<file path="src/rtl/ifm_rd_sched_if.sv">
// Reader command/data, loader write and RAM port bundle for the ifmap read scheduler.
// slave = scheduler side, master = reader/loader/RAM side.
interface ifm_rd_sched_if #(
    parameter int DATA_WIDTH = 10,
    parameter int ADDR_WIDTH = 12,
    parameter int LEN_WIDTH  = 8
);
    logic                  r0_cmd_valid;
    logic                  r0_cmd_ready;
    logic [ADDR_WIDTH-1:0] r0_cmd_addr;
    logic [LEN_WIDTH-1:0]  r0_cmd_len;
    logic                  r0_data_valid;
    logic [DATA_WIDTH-1:0] r0_data;
    logic                  r0_data_last;

    logic                  r1_cmd_valid;
    logic                  r1_cmd_ready;
    logic [ADDR_WIDTH-1:0] r1_cmd_addr;
    logic [LEN_WIDTH-1:0]  r1_cmd_len;
    logic                  r1_data_valid;
    logic [DATA_WIDTH-1:0] r1_data;
    logic                  r1_data_last;

    logic                  wr_valid;
    logic [ADDR_WIDTH-1:0] wr_addr;
    logic [DATA_WIDTH-1:0] wr_data;

    logic                  ram_read_req;
    logic [ADDR_WIDTH-1:0] ram_read_addr;
    logic [DATA_WIDTH-1:0] ram_read_data;
    logic                  ram_write_req;
    logic [ADDR_WIDTH-1:0] ram_write_addr;
    logic [DATA_WIDTH-1:0] ram_write_data;

    logic                  busy;

    modport slave (
        input  r0_cmd_valid, r0_cmd_addr, r0_cmd_len,
        output r0_cmd_ready, r0_data_valid, r0_data, r0_data_last,
        input  r1_cmd_valid, r1_cmd_addr, r1_cmd_len,
        output r1_cmd_ready, r1_data_valid, r1_data, r1_data_last,
        input  wr_valid, wr_addr, wr_data,
        output ram_read_req, ram_read_addr,
        input  ram_read_data,
        output ram_write_req, ram_write_addr, ram_write_data,
        output busy
    );

    modport master (
        output r0_cmd_valid, r0_cmd_addr, r0_cmd_len,
        input  r0_cmd_ready, r0_data_valid, r0_data, r0_data_last,
        output r1_cmd_valid, r1_cmd_addr, r1_cmd_len,
        input  r1_cmd_ready, r1_data_valid, r1_data, r1_data_last,
        output wr_valid, wr_addr, wr_data,
        input  ram_read_req, ram_read_addr,
        output ram_read_data,
        input  ram_write_req, ram_write_addr, ram_write_data,
        input  busy
    );
endinterface

</file>
<file path="src/rtl/ifm_rd_sched.sv">
// Round-robin two-reader burst scheduler for the ifmap RAM; cmd accept to first data 3 cycles.
// Commands held off by cmd_ready while a burst runs; read data has no backpressure; loader writes always pass.
module ifm_rd_sched #(
    parameter int DATA_WIDTH = 10,
    parameter int ADDR_WIDTH = 12,
    parameter int LEN_WIDTH  = 8
) (
    input  logic           clk,
    input  logic           rst,
    ifm_rd_sched_if.slave  bus
);
    typedef enum logic {IDLE, RUN} state_t;

    typedef struct packed {
        logic vld;
        logic owner;
        logic last;
    } tag_t;

    state_t                state_q, state_d;
    logic [ADDR_WIDTH-1:0] addr_q, addr_d;
    logic [LEN_WIDTH-1:0]  cnt_q, cnt_d;
    // Owner of the last accepted burst; doubles as the round-robin pointer.
    logic                  owner_q, owner_d;
    tag_t                  tag1_q, tag2_q, tag_in;
    logic                  grant0, grant1, stall, issue;

    always_comb begin
        state_d = state_q;
        addr_d  = addr_q;
        cnt_d   = cnt_q;
        owner_d = owner_q;
        grant0  = 1'b0;
        grant1  = 1'b0;
        stall   = 1'b0;
        issue   = 1'b0;
        tag_in  = '0;
        case (state_q)
            IDLE: begin
                if (bus.r0_cmd_valid && (!bus.r1_cmd_valid || owner_q)) begin
                    grant0 = 1'b1;
                end else if (bus.r1_cmd_valid) begin
                    grant1 = 1'b1;
                end
                if (grant0 || grant1) begin
                    state_d = RUN;
                    owner_d = grant1;
                    addr_d  = grant1 ? bus.r1_cmd_addr : bus.r0_cmd_addr;
                    cnt_d   = grant1 ? bus.r1_cmd_len  : bus.r0_cmd_len;
                end
            end
            RUN: begin
                // A same-cycle write to the read address would return stale data; retry next cycle.
                stall = bus.wr_valid && (bus.wr_addr == addr_q);
                issue = !stall;
                if (issue) begin
                    addr_d = addr_q + 1'b1;
                    cnt_d  = cnt_q - 1'b1;
                    tag_in = '{vld: 1'b1, owner: owner_q, last: (cnt_q == '0)};
                    if (cnt_q == '0) begin
                        state_d = IDLE;
                    end
                end
            end
            default: state_d = IDLE;
        endcase
    end

    always_ff @(posedge clk) begin
        if (rst) begin
            state_q <= IDLE;
            addr_q  <= '0;
            cnt_q   <= '0;
            owner_q <= 1'b1;
            tag1_q  <= '0;
            tag2_q  <= '0;
        end else begin
            state_q <= state_d;
            addr_q  <= addr_d;
            cnt_q   <= cnt_d;
            owner_q <= owner_d;
            tag1_q  <= tag_in;
            tag2_q  <= tag1_q;
        end
    end

    assign bus.r0_cmd_ready  = grant0 && !rst;
    assign bus.r1_cmd_ready  = grant1 && !rst;

    assign bus.ram_read_req  = issue && !rst;
    assign bus.ram_read_addr = rst ? '0 : addr_q;

    assign bus.r0_data       = bus.ram_read_data;
    assign bus.r1_data       = bus.ram_read_data;
    assign bus.r0_data_valid = !rst && tag2_q.vld && !tag2_q.owner;
    assign bus.r1_data_valid = !rst && tag2_q.vld &&  tag2_q.owner;
    assign bus.r0_data_last  = bus.r0_data_valid && tag2_q.last;
    assign bus.r1_data_last  = bus.r1_data_valid && tag2_q.last;

    assign bus.ram_write_req  = bus.wr_valid;
    assign bus.ram_write_addr = bus.wr_addr;
    assign bus.ram_write_data = bus.wr_data;

    assign bus.busy = !rst && ((state_q == RUN) || tag1_q.vld || tag2_q.vld);
endmodule
</file>
<file path="src/flat_wrapper.sv">
// flat-port wrapper written by rule: the top's interface ports become plain ports
module ifm_rd_sched_flat 
#(
    parameter int DATA_WIDTH = 10,
    parameter int ADDR_WIDTH = 12,
    parameter int LEN_WIDTH  = 8
)
  (clk, rst, bus_r0_cmd_valid, bus_r0_cmd_addr, bus_r0_cmd_len, bus_r0_cmd_ready, bus_r0_data_valid, bus_r0_data, bus_r0_data_last, bus_r1_cmd_valid, bus_r1_cmd_addr, bus_r1_cmd_len, bus_r1_cmd_ready, bus_r1_data_valid, bus_r1_data, bus_r1_data_last, bus_wr_valid, bus_wr_addr, bus_wr_data, bus_ram_read_req, bus_ram_read_addr, bus_ram_read_data, bus_ram_write_req, bus_ram_write_addr, bus_ram_write_data, bus_busy);
  ifm_rd_sched_if #(.DATA_WIDTH(DATA_WIDTH), .ADDR_WIDTH(ADDR_WIDTH), .LEN_WIDTH(LEN_WIDTH)) bus_i ();
  input  logic clk;
  input  logic rst;
  input wire logic [$bits(bus_i.r0_cmd_valid)-1:0] bus_r0_cmd_valid;
  input wire logic [$bits(bus_i.r0_cmd_addr)-1:0] bus_r0_cmd_addr;
  input wire logic [$bits(bus_i.r0_cmd_len)-1:0] bus_r0_cmd_len;
  output wire logic [$bits(bus_i.r0_cmd_ready)-1:0] bus_r0_cmd_ready;
  output wire logic [$bits(bus_i.r0_data_valid)-1:0] bus_r0_data_valid;
  output wire logic [$bits(bus_i.r0_data)-1:0] bus_r0_data;
  output wire logic [$bits(bus_i.r0_data_last)-1:0] bus_r0_data_last;
  input wire logic [$bits(bus_i.r1_cmd_valid)-1:0] bus_r1_cmd_valid;
  input wire logic [$bits(bus_i.r1_cmd_addr)-1:0] bus_r1_cmd_addr;
  input wire logic [$bits(bus_i.r1_cmd_len)-1:0] bus_r1_cmd_len;
  output wire logic [$bits(bus_i.r1_cmd_ready)-1:0] bus_r1_cmd_ready;
  output wire logic [$bits(bus_i.r1_data_valid)-1:0] bus_r1_data_valid;
  output wire logic [$bits(bus_i.r1_data)-1:0] bus_r1_data;
  output wire logic [$bits(bus_i.r1_data_last)-1:0] bus_r1_data_last;
  input wire logic [$bits(bus_i.wr_valid)-1:0] bus_wr_valid;
  input wire logic [$bits(bus_i.wr_addr)-1:0] bus_wr_addr;
  input wire logic [$bits(bus_i.wr_data)-1:0] bus_wr_data;
  output wire logic [$bits(bus_i.ram_read_req)-1:0] bus_ram_read_req;
  output wire logic [$bits(bus_i.ram_read_addr)-1:0] bus_ram_read_addr;
  input wire logic [$bits(bus_i.ram_read_data)-1:0] bus_ram_read_data;
  output wire logic [$bits(bus_i.ram_write_req)-1:0] bus_ram_write_req;
  output wire logic [$bits(bus_i.ram_write_addr)-1:0] bus_ram_write_addr;
  output wire logic [$bits(bus_i.ram_write_data)-1:0] bus_ram_write_data;
  output wire logic [$bits(bus_i.busy)-1:0] bus_busy;
  assign bus_i.r0_cmd_valid = bus_r0_cmd_valid;
  assign bus_i.r0_cmd_addr = bus_r0_cmd_addr;
  assign bus_i.r0_cmd_len = bus_r0_cmd_len;
  assign bus_r0_cmd_ready = bus_i.r0_cmd_ready;
  assign bus_r0_data_valid = bus_i.r0_data_valid;
  assign bus_r0_data = bus_i.r0_data;
  assign bus_r0_data_last = bus_i.r0_data_last;
  assign bus_i.r1_cmd_valid = bus_r1_cmd_valid;
  assign bus_i.r1_cmd_addr = bus_r1_cmd_addr;
  assign bus_i.r1_cmd_len = bus_r1_cmd_len;
  assign bus_r1_cmd_ready = bus_i.r1_cmd_ready;
  assign bus_r1_data_valid = bus_i.r1_data_valid;
  assign bus_r1_data = bus_i.r1_data;
  assign bus_r1_data_last = bus_i.r1_data_last;
  assign bus_i.wr_valid = bus_wr_valid;
  assign bus_i.wr_addr = bus_wr_addr;
  assign bus_i.wr_data = bus_wr_data;
  assign bus_ram_read_req = bus_i.ram_read_req;
  assign bus_ram_read_addr = bus_i.ram_read_addr;
  assign bus_i.ram_read_data = bus_ram_read_data;
  assign bus_ram_write_req = bus_i.ram_write_req;
  assign bus_ram_write_addr = bus_i.ram_write_addr;
  assign bus_ram_write_data = bus_i.ram_write_data;
  assign bus_busy = bus_i.busy;
  ifm_rd_sched #(.DATA_WIDTH(DATA_WIDTH), .ADDR_WIDTH(ADDR_WIDTH), .LEN_WIDTH(LEN_WIDTH)) u_core (.clk(clk), .rst(rst), .bus(bus_i));
endmodule
</file>
<file path="config.mk">
export PLATFORM = sky130hd
export DESIGN_NAME = ifm_rd_sched_flat
export DESIGN_NICKNAME = d
export VERILOG_FILES = /design/src/rtl/ifm_rd_sched_if.sv /design/src/rtl/ifm_rd_sched.sv /design/src/flat_wrapper.sv
export SDC_FILE = /design/constraint.sdc
export NUM_CORES = 1
export LEC_CHECK = 0
export ABC_CLOCK_PERIOD_IN_PS = 2120
export CORE_MARGIN = 2
export CORE_UTILIZATION = 39
export DETAILED_ROUTE_END_ITERATION = 6
export PLACE_DENSITY = 0.81
export SYNTH_ARGS = -nofsm -noshare
export SYNTH_HDL_FRONTEND = slang
export SYNTH_SLANG_ARGS = --single-unit
</file>
<file path="constraint.sdc">
create_clock -name clk -period 2.12 [get_ports clk]
set_clock_uncertainty 0.1 [all_clocks]
set_input_delay 0.424 -clock clk [delete_from_list [all_inputs] [get_ports clk]]
set_output_delay 0.424 -clock clk [all_outputs]
set_load 0.1 [all_outputs]
</file>
==> reports/qor.yml, run 1 <==
status: "finished, violations left"
violations: "negative setup slack"
yosysTopAreaCell: "dfxtp_1"
die_height_um: 84.4
slowest_stage: "and4_4"
report.final.slew_viol_count: 0
die_area_um2: 7120
ys_types: 53
worst_pin_slew_ns: 0.470
p_seq_share_pct: 30.7
grt_overflow_total: 0
ir_drop_mv: 0.303
ys_warn_count: 0
synth_flop_cell: "dfxtp_1"
core_area_um2: 6310
min_path_type: "primary input to flip-flop"
place.gp.congestion: 0.903
finalHoldViolCount: 0
synth_top_cell_area_share_pct: 22.3
async_flop_share_pct: 0
rows: 29
ys_seq_elements: 28
netlist_instances: 315
cts_buffers: 3
drive_above_1_share_pct: 37.6
place_area_um2: 3960
synth-edff-count: 0
first_pass_iters: 4
cp_num_buf_inv: 2
wire_per_inst_um: 16.0
cp.arrival_ns: 1.63
grt_max_degree: 41
die_x_um: 84.4
nNetsFinal: 479
worstPathCellList: "clkdlybuf4s15_2, xor2_2, nor4_4, and4_4, nor3_4, buf_12"
final_cell_mix: "buf_4 (54), clkdlybuf4s50_1 (41), buf_12 (35), nand2_1 (22)"
path_class: "primary input to output pin"
min_period_over_period_pct: 102
layout_commonest_cell: "buf_4"
antenna_found_initial: 0
critPathRequiredTime_ns: 1.60
grt_pass1_wl_um: 12400
cp_top_family: "simple AND/OR/NAND/NOR gates"
drc_errors: 0
syn_nets: 394
multi_input_area_um2: 1640
p_leak_nw: 1.67
routed_via_density: 5.57
synth_area_leaders: "dfxtp_1 (22%), buf_4 (13%), mux2i_1 (6.0%)"
ioPinCount: 140
synth_xor_area_share_pct: 4.17
fill_cells: 523
holdWs_ns: 0.331
slowest_delay_ns: 0.30
postSynthAreaPerCell_um2: 8.00
sw_frac_of_total_pct: 40.8
worstSetupEndpointType: "output pin"
power_density_nw_per_um2: 520
fin_crit_ns: 2.15
track_usage_pct: 20.9
fmax_mhz: 464
htree_levels: 1
slew_headroom_pct: 68.4
drv_cap: 0
synth_mux_area_share_pct: 7.90
cts_sinks: 28
syn2layout_area_growth_pct: 61.3
hpwlAfterDp_um: 5850
seq_area_um2: 574
synth-simple-area-share_pct: 20.8
syn_area_um2: 2520
synth_fa_ha_area_share_pct: 0.994
setup_viol: 1
n_antenna_cell: 0
crit_fanout: 2
drtIter0Drc: 227
start_util_pct: 39.9
synth_seq_area_share_pct: 22.3
cts_root_buf: "clkbuf_8"
postRouteAntennaNets: 0
finalWirelength_um: 7620
vias: 2651
synth_top_family_by_area: "compound AO/OA/AOI/OAI gates"
cts.clk_slew.worst_paths_ns: 0.10
synth_compound_area_share_pct: 25.0
finalInstanceArea_um2: 4060
p_switching_uw: 862
grt_pass1_vias: 2556
combPwrFrac_pct: 53.0
intPower_mw: 1.25
rsz0062_at_grt: "true"
clk_path_buf_depth: 2
clk_latency_ns: 0.28
clockPowerShare_pct: 16.4
cts_tree: "built"
io_buffer_count: 89
worst_slack_ns: -0.0333
start_kind: "primary input"
[cell type report]
type	count	share of cell area, %
clock buffer	4	1.36
inverter	13	1.20
multi-input combinational	209	40.4
sequential	28	14.1
tap	77	2.37
timing repair buffer	145	40.5
[Yosys cell counts (5+ instances only)]
library cell	count
inv_1	13
nor3_1	7
dfxtp_1	28
buf_4	45
buf_2	6
xor2_1	11
clkbuf_1	12
nor2b_1	11
mux2i_1	15
or3_1	5
nand2_1	23
nand3_1	7
nor2_1	13
a32o_1	5
o211ai_1	5
o21ai_0	21
nor4_1	6
a21oi_1	17
[layer usage]
metal  global-route usage, %  share of wire (%)  vias up
met2                    37.4                 51      134
met5                       0                  0        -
met4                    6.93                2.0        0
li1                        -                  -     1262
met1                    25.5                 39     1237
met3                    3.24                7.9       18
[repair_timing]
action / in CTS / in global routing
setup endpoints to repair: 7 / 1
gates resized for setup: 31 / 3
setup buffers: 7 / 0
hold buffers: 0 / 0
pin swaps: 11 / 3
[logic make-up (layout without fill, tap and decap cells)]
group	count (synthesis)	after routing
flip-flops	28	28
buffers and inverters	78	162
XOR/XNOR	12	12
AO/OA/AOI/OAI	85	85
multiplexers	19	19
AND/OR/NAND/NOR	91	91
adder cells (fa/ha/maj)	2	2
[path summary, 6_finish.rpt]
check	from	endpoint	slack, ns	cells past startpoint
hold / removal	rst	u_core.tag2_q[2]	0.33	2
setup / recovery	bus_wr_addr[4]	bus_ram_read_req	-0.03	6
setup reg to reg	u_core.addr_q[9]	u_core.addr_q[1]	0.15	6
hold reg to reg	u_core.tag1_q[1]	u_core.tag2_q[1]	0.35	1
[state kept, by name, summed over array words and instances (netlist names)]
name,count
u_core.tag1_q,3
u_core.owner_q,1
u_core.state_q,1
u_core.tag2_q,3
u_core.addr_q,12
u_core.cnt_q,8
[stage by stage]
stage	setup slack (ns)	std cells	power (mW)	util [%]	setup TNS, ns
final	-0.0333	476	2.11	64.3	-0.0333
after global routing	-0.0605	476	2.21	64.3	-0.0605
after CTS	-0.0265	476	2.11	64.2	-0.0265
after detailed placement	-0.342	466	1.76	62.7	-5.70
after global placement	-0.325	466	1.73	62.7	-4.92
after floorplan	-0.394	315	1.59	-	-2.28
[power groups by stage]
stage / logic, mW / clock network, mW / registers, mW
after floorplan: 0.950 / 0 / 0.644
after global placement: 1.07 / 0 / 0.659
after detailed placement: 1.10 / 0 / 0.662
after CTS: 1.12 / 0.351 / 0.646
after global routing: 1.18 / 0.374 / 0.656
final: 1.12 / 0.346 / 0.648
[worst register-to-register path, cell delays in order, from the launching register on]
cell and delay (ns):
dfxtp_1 0.43, xor2_2 0.21, nor4_4 0.06, and4_4 0.21, buf_4 0.15, a21oi_2 0.37
mux2_4 0.33
Power figures use the tool's default switching activity.
==> run 2, diff against run 1 <==
- MAX_ROUTING_LAYER: not set -> met4
==> run 2 against run 1 <==
  * The run still ends with negative setup slack left
  * Via count rose by 1.1%
  * Setup slack got worse by 0.023 ns
  * Critical path type is now flip-flop to output pin
  * Power fell by 0.12%
  * Largest power group unchanged
  * Sequential power rose by 1%
  * Worst hold slack improved by 0.014 ns
  * Highest routed layer unchanged
  * Critical path depth fell by 1
  * Global-route usage fell by 0.14 points
==> reports/qor.yml, run 2 (synthesized netlist as in run 1, its figures left out) <==
cp.arrival_ns: 1.65  # +0.02 ns
finalHoldViolCount: 0  # unchanged
n_antenna_cell: 0  # unchanged
hpwlAfterDp_um: 5880  # +0.47%
die_x_um: 84.4  # unchanged
slowest_stage: "dfxtp_2"
top_register: "u_core.addr_q"
drtIter0Drc: 265  # +17%
fmax_mhz: 459  # -1.1%
grt_overflow_total: 0  # unchanged
rows: 29  # unchanged
start_kind: "flip-flop"
status: "finished, violations left"
rsz0062_at_grt: "true"
cts_sinks: 28  # unchanged
vias: 2681  # +1.1%
grt_pass1_wl_um: 12000  # -3.2%
ioPinCount: 140  # unchanged
cts.clk_slew.worst_paths_ns: 0.11  # about the same
wire_per_inst_um: 16.3  # +1.6%
final_cell_mix: "buf_4 (50), clkdlybuf4s50_1 (42), buf_12 (35), nand2_1 (22), o21ai_0 (21)"
violations: "negative setup slack"
slew_headroom_pct: 70.4  # +2.0 points
total_power_mw: 2.11  # -0.12%
largest_reg_flops: 12  # unchanged
track_usage_pct: 20.7  # -0.14 points
core_area_um2: 6310  # unchanged
start_util_pct: 39.9  # unchanged
grt_max_degree: 41  # unchanged
utilization_pct: 64.0  # -0.38 points
grt_pass1_vias: 2441  # -4.5%
routed_via_density: 5.68  # +2.0%
worst_pin_slew_ns: 0.441  # -0.0294 ns
slowest_delay_ns: 0.36  # +0.06 ns
io_buffer_count: 89  # unchanged
fin_crit_ns: 2.18  # +0.0235 ns
crit_fanout: 2  # unchanged
min_path_type: "primary input to flip-flop"
cts_hold_buf: 0  # unchanged
report.final.slew_viol_count: 0  # unchanged
cts_tree: "built"
power_density_nw_per_um2: 523  # +0.47%
stdcell_count: 472  # -0.84%
htree_levels: 1  # unchanged
clk_path_buf_depth: 2  # unchanged
worstSetupEndpointType: "output pin"
drv_cap: 0  # unchanged
finalWirelength_um: 7670  # +0.77%
placedCellCount: 463  # -0.64%
syn2layout_area_growth_pct: 60.3
setup_viol: 1  # unchanged
clk_latency_ns: 0.28  # about the same
nNetsFinal: 475  # -0.84%
die_area_um2: 7120  # unchanged
antenna_found_initial: 0  # unchanged
fill_cells: 498  # -4.8%
place.gp.congestion: 0.907  # +0.39%
ir_drop_mv: 0.395  # +30%
die_height_um: 84.4  # unchanged
critPathRequiredTime_ns: 1.60  # about the same
drive_above_1_share_pct: 37.0  # -0.63 points
p_leak_nw: 1.63  # -2.0%
drc_errors: 0  # unchanged
worstPathCellList: "xor2_2, nor4_4, and4_4, nor3_4, buf_12"
postRouteAntennaNets: 0  # unchanged
worst_slack_ns: -0.0568  # -0.0235 ns
path_class: "flip-flop to output pin"
min_period_over_period_pct: 103  # +1.1 points
reg_top3: "u_core.addr_q x12, u_core.cnt_q x8"
cts_buffers: 3  # unchanged
layout_commonest_cell: "buf_4"
first_pass_iters: 7  # +3
cts_root_buf: "clkbuf_8"
==> run 2: cell type report <==
type / instances / area, µm² / share of cell area (%)
Sequential cell: 28 / 581 / 14.4
Clock buffer: 4 / 55.1 / 1.36
Inverter: 13 / 48.8 / 1.21
Timing Repair Buffer: 141 / 1610 / 39.9
Tap cell: 77 / 96.3 / 2.39
Multi-Input combinational cell: 209 / 1650 / 40.8
==> run 2: final timing paths <==
path,startpoint,cells past startpoint,end,slack (ns)
max,u_core.addr_q[3],5,bus_ram_read_req,-0.06
min,rst,2,u_core.tag2_q[2],0.34
min reg2reg,u_core.tag1_q[1],1,u_core.tag2_q[1],0.34
max reg2reg,u_core.addr_q[3],9,u_core.cnt_q[6],0.02
==> run 2: worst max-delay path, delay by kind of cell (launching register included) <==
family,cells,cell delay [ns]
DFF,1,0.36
buffers and inverters,1,0.17
xor gates and xnor gates,1,0.18
and+or+nand+nor,3,0.66
==> run 2: what timing repair did <==
action / CTS / global route
buffers inserted: 5 / 1
pin swaps: 13 / 3
resized for setup: 31 / 7
setup endpoints to repair: 4 / 1
==> run 2: layer usage <==
layer,vias up,GRT usage [%],part of all wire (%)
met4,0,5.05,1.3
met5,-,-,0
li1,1250,-,-
met3,18,2.85,8.9
met1,1274,25.9,38
met2,139,35.6,52
==> run 2: per-stage QoR <==
step	setup WS (ns)	hold WS (ns)	TNS, ns	instance area [µm²]
4_1_cts	-0.0413	0.342	-0.0413	4030
5_1_grt	-0.103	0.360	-0.108	4040
3_3_place_gp	-0.340	0.321	-4.91	3940
2_1_floorplan	-0.394	0.314	-2.28	2690
6_report	-0.0568	0.345	-0.0568	4040
3_5_place_dp	-0.349	0.335	-5.49	3940
==> run 2: power by group <==
group | leakage, nW | switching (mW) | internal (mW)
Clock | 0.0288 | 0.178 | 0.167
Sequential | 0.236 | 0.0686 | 0.586
Combinational | 1.37 | 0.621 | 0.490
Total | 1.63 | 0.867 | 1.24
